File: config.mk
export PLATFORM = sky130hd
export DESIGN_NAME = serial_right_shifter
export DESIGN_NICKNAME = d
export VERILOG_FILES = /design/src/rtl/serial_right_shifter_pkg.sv /design/src/rtl/serial_right_shifter_right_shift_1.sv /design/src/rtl/serial_right_shifter.sv
export SDC_FILE = /design/constraint.sdc
export NUM_CORES = 1
export LEC_CHECK = 0
export ABC_CLOCK_PERIOD_IN_PS = 4200
export BUFFER_PORTS_ARGS = -buffer_cell sky130_fd_sc_hd__buf_2
export CORE_MARGIN = 4
export CORE_UTILIZATION = 30
export CTS_BUF_LIST = sky130_fd_sc_hd__clkbuf_4 sky130_fd_sc_hd__clkbuf_8
export DETAILED_ROUTE_END_ITERATION = 6
export GPL_TIMING_DRIVEN = 0
export HOLD_SLACK_MARGIN = 0.15
export PLACE_DENSITY = 0.48
export SLEW_MARGIN = 10
export SYNTH_ARGS = -nofsm -noshare
export SYNTH_HDL_FRONTEND = slang
export SYNTH_HIERARCHICAL = 1
export SYNTH_SLANG_ARGS = --single-unit
File: constraint.sdc
create_clock -name clock -period 4.2 [get_ports clock]
set_input_delay 0.42 -clock clock [delete_from_list [all_inputs] [get_ports clock]]
set_output_delay 0.42 -clock clock [all_outputs]
set_load 0.02 [all_outputs]
File: src/rtl/serial_right_shifter_pkg.sv
// Shared constants and state encoding for the multi-cycle right shifter.
package serial_right_shifter_pkg;

  localparam int WIDTH   = 32;
  localparam int SHAMT_W = 5;

  typedef enum logic [1:0] {
    IDLE  = 2'b00,
    SHIFT = 2'b01,
    DONE  = 2'b10
  } state_t;

  // Bit shifted into the vacated MSB: a copy of the sign for SRA, zero for SRL.
  function automatic logic fill_bit(input logic mode, input logic msb);
    return mode & msb;
  endfunction

endpackage

File: src/rtl/serial_right_shifter_right_shift_1.sv
// Combinational single-bit right shift with an explicit fill bit for the MSB.
module right_shift_1 #(
  parameter int WIDTH = serial_right_shifter_pkg::WIDTH
) (
  input  logic [WIDTH-1:0] x,
  input  logic             fill,
  output logic [WIDTH-1:0] out
);

  assign out = {fill, x[WIDTH-1:1]};

endmodule

File: src/rtl/serial_right_shifter.sv
// Multi-cycle SRL/SRA: one bit position per clock, start/busy/done handshake.
// data_out holds the last completed result and changes only when done rises.
module serial_right_shifter #(
  parameter int WIDTH   = serial_right_shifter_pkg::WIDTH,
  parameter int SHAMT_W = serial_right_shifter_pkg::SHAMT_W
) (
  input  logic               clock,
  input  logic               reset,
  input  logic               start,
  input  logic [WIDTH-1:0]   data_in,
  input  logic [SHAMT_W-1:0] shamt,
  input  logic               arith,
  output logic [WIDTH-1:0]   data_out,
  output logic               busy,
  output logic               done
);

  import serial_right_shifter_pkg::*;

  state_t             state_q;
  state_t             state_d;
  logic [WIDTH-1:0]   work_q;
  logic [WIDTH-1:0]   data_out_q;
  logic [WIDTH-1:0]   shifted;
  logic [SHAMT_W-1:0] count_q;
  logic               mode_q;
  logic               accept;
  logic               zero_shift;
  logic               last_step;

  // A new request is taken whenever nothing is in flight (IDLE or DONE).
  assign accept     = start && (state_q != SHIFT);
  assign zero_shift = (shamt == '0);
  assign last_step  = (state_q == SHIFT) && (count_q == SHAMT_W'(1));

  right_shift_1 #(
    .WIDTH (WIDTH)
  ) u_shift (
    .x    (work_q),
    .fill (fill_bit(mode_q, work_q[WIDTH-1])),
    .out  (shifted)
  );

  // State register.
  always_ff @(posedge clock or posedge reset) begin
    // NOTE: sequential state uses non-blocking (<=) so every register samples
    // pre-edge values regardless of statement order.
    if (reset) state_q <= IDLE;
    else       state_q <= state_d;
  end

  // Next-state logic; DONE behaves like IDLE so back-to-back issue works.
  always_comb begin
    // NOTE: default first so no path leaves state_d unassigned (no latch).
    state_d = state_q;
    case (state_q)
      IDLE, DONE: begin
        if (accept) state_d = zero_shift ? DONE : SHIFT;
        else        state_d = IDLE;
      end
      SHIFT: begin
        if (last_step) state_d = DONE;
      end
      default: state_d = IDLE;
    endcase
  end

  // Operand capture on acceptance, one shift step per cycle while SHIFT.
  always_ff @(posedge clock or posedge reset) begin
    if (reset) begin
      work_q  <= '0;
      count_q <= '0;
      mode_q  <= 1'b0;
    end else if (accept) begin
      work_q  <= data_in;
      count_q <= shamt;
      mode_q  <= arith;
    end else if (state_q == SHIFT) begin
      work_q  <= shifted;
      count_q <= count_q - SHAMT_W'(1);
    end
  end

  // Result register: loaded only on the cycle the machine enters DONE.
  always_ff @(posedge clock or posedge reset) begin
    if (reset) begin
      data_out_q <= '0;
    end else if (accept && zero_shift) begin
      data_out_q <= data_in;
    end else if (last_step) begin
      data_out_q <= shifted;
    end
  end

  assign data_out = data_out_q;
  assign busy     = (state_q == SHIFT);
  assign done     = (state_q == DONE);

endmodule

==> results by group, run 1 <==
Floorplanning
  – Starting Density: 0.3106
  – Die W: 120.4 um
  – I/O pin count: 75
  – # rows: 40
  – Die area: ~15,000 um2
  – CORE AREA: between 10,000 and 15,000 um2
  – Die Span Y: 120.4 um

Setup path
  – Crit Path Category: reg -> out
  – Crit path DAT: 2.32 ns
  – R2R depth: 6
  – Crit Path Max Fanout: 10
  – Critical path data required time: 3.78 ns
  – Worst reg2reg endpoint: data_out[1]
  – CP endpoint kind: output pin
  – CP max stage delay: roughly 0.43 ns
  – R2R Setup Slk: approximately 2 ns
  – RR Startpoint: state_q[1]
  – Worst-path cell chain: nand2b_1 > inv_2 > buf_1 > buf_1 > buf_2
  – Startpoint Class: register
  – CP max stage cell: buf_1
  – Most frequent CP cell: buf_1

Global routing
  – Largest net degree at the start of global routing: 39
  – Global-route usage over all layers: 0.1649
  – Vias in the first global route: 3,532
  – Total grt overflow: 0
  – Initial antenna violation count: 0
  – Global-route wire length before repair: 19,180 um

Power and ir drop
  – Combinational power share: 0.475
  – Sw frac: 0.4296
  – Leakage: just over 0.002 uW
  – Clk network pwr share: 0.179
  – Switching power: around 1500 uW
  – Pwr Total: approximately 3500 uW
  – Reg power frac: 0.346
  – Cell area power density: approximately 750 nW/um2
  – Internal: between 1500 and 2000 uW
  – Maximum vdd drop: ~0.19 mV

Route
  – Vias: about 3,400
  – Post-route ant nets: 0
  – # DRC: 0
  – Final WL: roughly 12,000 um
  – Avg WL per Cell: 17.53 um
  – DRT iter0 DRCs: 186
  – Initial DRT Pass Iterations: 4
  – Vias per Instance: 5.083

Hold path
  – Worst Hold Endpoint: mode_q
  – HP Start: arith
  – WHS Path Cells: 2
  – HP Class: in -> reg

Timing
  – RSZ-0062 raised after global routing: no
  – F_max: roughly 0.36 GHz
  – Rel. slew slack: 0.4310
  – Post-layout min period: around 2.7 ns
  – Fin. max-slew vios: 0
  – Period utilisation layout: 0.6526
  – Final WS setup: roughly 1.5 ns
  – Worst Tran Pin Value: 0.8534 ns
  – Final Hold Violating Endpoints: 0
  – Final Setup Violations: 0
  – Fin Setup TNS: 0 ns
  – Clock Skew: 0.02064 ns

Synth
  – Avg Inst Size Synth: ~9.4 um2
  – Syn Nets: between 400 and 500
  – Cells after synthesis: a little over 400
  – Mapped cell area: about 3800 um2
  – Yosys warns: 6

Run status
  – Outcome: completed

Clock network
  – Max clock buf depth: 2
  – CTS resizes: 0
  – Root Driver: clkbuf_8
  – Post-CTS Repair Setup Buffers: 0
  – Num CTS Buffers: 9
  – # clock sinks: 71
  – Clock transition at path regs: 0.10 ns
  – CTS tree: built
  – Depth of the CTS H-tree: 3
  – Clock Latency Late Sink: ~0.36 ns

Place
  – Post-place setup slack: around 1.8 ns
  – Port bufs: 73
  – Detailed placer's ending HPWL: between 8000 and 9000 um
  – Placed inst area: 4390 um2
  – Routability cong.: between 0.7 and 0.8

Cells and area
  – Area Overhead vs Synth: 21.87%
  – Nets: ~530
  – Fraction of layout cells with a size suffix above 1: 0.2641
  – # diodes: 0
  – Post-route cell area: 4622 um2

Run
  – Max-cap violations: 0
[area by class of cell]
cell class	instances	area, um2
clock inverters	7	97.59
well taps	168	210.2
multi-input cells	256	1577
plain buffers	73	420.4
inverters	5	21.27
flip-flops and latches	71	1777
fillers	1324	7590
clock buffers	9	123.9
repair buffers	75	395.4
[metal layers]
layer / vias to the layer above / share of wire / global-route usage
met5: - / 0 / 0
met4: 0 / 0.012 / 0.03895
met3: 10 / 0.048 / 0.03368
met2: 88 / 0.47 / 0.2578
met1: 1653 / 0.47 / 0.2350
li1: 1624 / - / -
[stage by stage]
step | utilization | instances | hold WS (ns)
floorplan | - | 405 | 0.4497
global placement | 0.3577 | 646 | 0.5282
detailed placement | 0.3595 | 647 | 0.4750
CTS | 0.3785 | 664 | 0.2748
global route | 0.3785 | 664 | 0.2884
finish | 0.3785 | 664 | 0.2883
[what timing repair did]
action / 4_1_cts / 5_1_grt
endpoints found under the setup margin: 0 / 0
endpoints found under the hold margin: 33 / 0
hold buffers: 1 / 0
[worst max path at each step]
| stage | start | endpoint | slack, ns | cells after the start |
|---|---|---|---|---|
| detailed placement | state_q[1] | busy | 1.83 | 5 |
| global route | state_q[1] | busy | 1.31 | 5 |
| finish | state_q[1] | busy | 1.46 | 5 |
| CTS | state_q[1] | busy | 1.42 | 5 |
| global placement | reset | data_out[26] | 0.90 | 2 |
| floorplan | reset | count_q[0] | 1.98 | 1 |
[layout by cell type (no fill, tap or decap), types with 30 or more instances in the layout]
cell type / n
nand2_1: 33
nor4_1: 34
nand3_1: 33
buf_2: 76
a31oi_1: 32
dfrtp_1: 71
buf_4: 32
o21ai_0: 32
o21ai_1: 31
clkbuf_1: 30
mux2i_1: 34
[power groups by stage]
stage	Clock (uW)	Combinational [uW]	Sequential [uW]
floorplan	0	972	1370
global placement	0	1640	1210
detailed placement	0	1670	1210
CTS	635	1670	1200
global route	672	1830	1250
finish	623	1650	1200
[sequential cells by signal, indices dropped and copies added (netlist names)]
register  cells
count_q       5
mode_q        1
state_q       2
work_q       31
data_out     32
[critical path: cells and delay by family, from the launching register on]
family        cells  cell delay (ns)
buf+inv           4             1.32
flops             1             0.38
simple gates      1             0.25
No activity file was read; power rests on OpenSTA's default activity.
==> run 2: changes to the inputs <==
--- a/config.mk
+++ b/config.mk
@@ -5,7 +5,7 @@
 export SDC_FILE = /design/constraint.sdc
 export NUM_CORES = 1
 export LEC_CHECK = 0
-export ABC_CLOCK_PERIOD_IN_PS = 4200
+export ABC_CLOCK_PERIOD_IN_PS = 2600
 export BUFFER_PORTS_ARGS = -buffer_cell sky130_fd_sc_hd__buf_2
 export CORE_MARGIN = 4
 export CORE_UTILIZATION = 30
==> constraint.sdc (replaced) <==
create_clock -name clock -period 2.6 [get_ports clock]
set_input_delay 0.26 -clock clock [delete_from_list [all_inputs] [get_ports clock]]
set_output_delay 0.26 -clock clock [all_outputs]
set_load 0.02 [all_outputs]
==> run 2 against run 1 <==
Effect of this change: clock-buffer cell count unchanged; setup slack got worse by 1.3 ns; critical path depth unchanged; first-iteration DRC count increased by 11%; sequential cell count unchanged; hold slack got worse by 0.11 ns; via count decreased by 0.50%; clock skew about the same; die area unchanged; register-to-register slack got worse by 1.6 ns; design area increased by 0.68%; sequential power increased by 62%.
==> results by group, run 2 (synthesis gave the netlist of run 1 again) <==
Timing
  – Final Setup Violations: 0 (unchanged)
  – Final WS setup: 0.1899 ns (-1.269 ns)
  – Rel. slew slack: 0.4340 (+0.002944)
  – F_max: between 0.4 and 0.5 GHz
  – Post-layout min period: ~2.4 ns
  – Final Hold Violating Endpoints: 0 (unchanged)
  – Fin. max-slew vios: 0 (unchanged)
  – RSZ-0062 raised after global routing: no
  – Clock Skew: 0.02077 ns (+0.0001312 ns)
  – Period utilisation layout: 0.9270
  – Worst Tran Pin Value: 0.8490 ns (-0.004415 ns)

Cells and area
  – Fraction of layout cells with a size suffix above 1: 0.2645 (+0.0004162)
  – Max FFs per register: 32 (unchanged)
  – Commonest non-fill, non-tap cell in the layout: buf_2
  – Post-route core utilization: 0.3810 (+0.002561)
  – Area Overhead vs Synth: 22.70%
  – Post-route cell area: 4653 um2 (+0.68%)
  – Final-layout fill cell count: 1,321 (-0.23%)
  – # diodes: 0 (unchanged)
  – Nets: 537 (+0.56%)
  – Commonest cells after routing, fill and taps aside: buf_2 (77), dfrtp_1 (71), nor4_1 (34), mux2i_1 (34)

Global routing
  – Largest net degree at the start of global routing: 39 (unchanged)
  – Initial antenna violation count: 0 (unchanged)
  – Total grt overflow: 0 (unchanged)
  – Global-route usage over all layers: 0.1652 (+0.0002977)
  – Global-route wire length before repair: 19,220 um (+0.21%)
  – Vias in the first global route: 3,549 (+0.48%)

Setup path
  – Crit Path Max Fanout: 10 (unchanged)
  – Critical path data required time: 2.34 ns (-1.44 ns)
  – Crit path DAT: 2.15 ns (-0.17 ns)
  – CP endpoint kind: output pin
  – Crit Path Category: reg -> out
  – Startpoint Class: register

Clock network
  – Num CTS Buffers: 9 (unchanged)
  – Post-CTS Repair Setup Buffers: 0 (unchanged)
  – # clock sinks: 71 (unchanged)
  – Root Driver: clkbuf_8
  – CTS tree: built
  – Max clock buf depth: 2 (unchanged)
  – Depth of the CTS H-tree: 3 (unchanged)
  – Clock Latency Late Sink: 0.36 ns (about the same)
  – Clock transition at path regs: 0.10 ns (about the same)

Place
  – Detailed placer's ending HPWL: 8111 um (unchanged)
  – Port bufs: 73 (unchanged)
  – Routability cong.: 0.7518 (unchanged)
  – Post-place setup slack: 0.3647 ns (-1.469 ns)
  – Placed inst area: 4390 um2 (unchanged)

Route
  – Avg WL per Cell: 17.54 um (about the same)
  – # DRC: 0 (unchanged)
  – Highest Signal Layer: met4
  – Vias per Instance: 5.034 (-0.95%)
  – Post-route ant nets: 0 (unchanged)
  – DRT iter0 DRCs: 206 (+11%)
  – Vias: 3,358 (-0.50%)
  – Final WL: 11,700 um (+0.50%)
  – Met3 wire len: 517 um (-6.7%)
  – Initial DRT Pass Iterations: 5 (+1)
  – Met2 routed WL: 5556 um (+1.1%)
  – Post-Route M1 WL: 5490 um (+0.66%)

Power and ir drop
  – Leakage: 0.002060 uW (+0.72%)
  – Maximum vdd drop: 0.3091 mV (+62%)
  – Cell area power density: 1208 nW/um2 (+61%)
  – Pwr Total: 5622 uW (+62%)

Floorplanning
  – Starting Density: 0.3106 (unchanged)
  – Die Span Y: 120.4 um (unchanged)
  – # rows: 40 (unchanged)
  – CORE AREA: 12,210 um2 (unchanged)
  – I/O pin count: 75 (unchanged)
  – Die W: 120.4 um (unchanged)
  – Die area: 14,500 um2 (unchanged)

Run status
  – Outcome: completed

Run
  – Max-cap violations: 0 (unchanged)

Hold path
  – HP Class: in -> reg
run 2: report_power, final:
part	switching, uW	leakage, uW	total, uW	internal, uW
clock	466	0.000105	1010	542
combinational	1650	0.00108	2670	1030
sequential	302	0.000874	1940	1640
run 2: what timing repair did:
item / 4_1_cts / 5_1_grt
endpoints found under the setup margin: 1 / 0
hold buffers: 4 / 0
gates resized for setup: 1 / 0
endpoints found under the hold margin: 36 / 0
run 2: path summary, 6_finish.rpt:
check / slack (ns) / to / startpoint / cells after the start
worst max-delay path: 0.19 / busy / state_q[1] / 5
worst min-delay path: 0.18 / count_q[0] / shamt[0] / 3
worst max register to register: 0.38 / data_out[1] / state_q[1] / 6
worst min register to register: 0.54 / mode_q / mode_q / 1
max in group asynchronous: 1.55 / work_q[28] / reset / 4
min in group asynchronous: 0.48 / data_out[10] / reset / 3
run 2: final cells by class:
class | count | area [um2] | share of cell area
Multi-Input combinational cell | 256 | 1577 | 0.3388
Sequential cell | 71 | 1777 | 0.3818
Tap cell | 168 | 210.2 | 0.04517
Clock inverter | 7 | 97.59 | 0.02097
Clock buffer | 9 | 123.9 | 0.02662
Timing Repair Buffer | 78 | 425.4 | 0.09142
Inverter | 5 | 21.27 | 0.004571
Buffer | 73 | 421.7 | 0.09062
run 2: through the flow:
step                      instances  hold WS (ns)  TNS [ns]
after floorplan                 405        0.3947         0
after global placement          646        0.4841    -38.37
after detailed placement        647        0.3150         0
after CTS                       667        0.1860         0
after global routing            667        0.1909         0
final                           667        0.1826         0
run 2: critical path, stage by stage, from the launching register on:
cell and delay [ns]:
dfrtp_1 0.38, nand2b_1 0.25, inv_2 0.22, buf_1 0.41, buf_2 0.31, buf_2 0.20
run 2: metal layers:
metal / vias up / GRT usage
met5: - / 0
li1: 1625 / -
met2: 88 / 0.2588
met4: 0 / 0.03895
met3: 10 / 0.03321
met1: 1635 / 0.2353
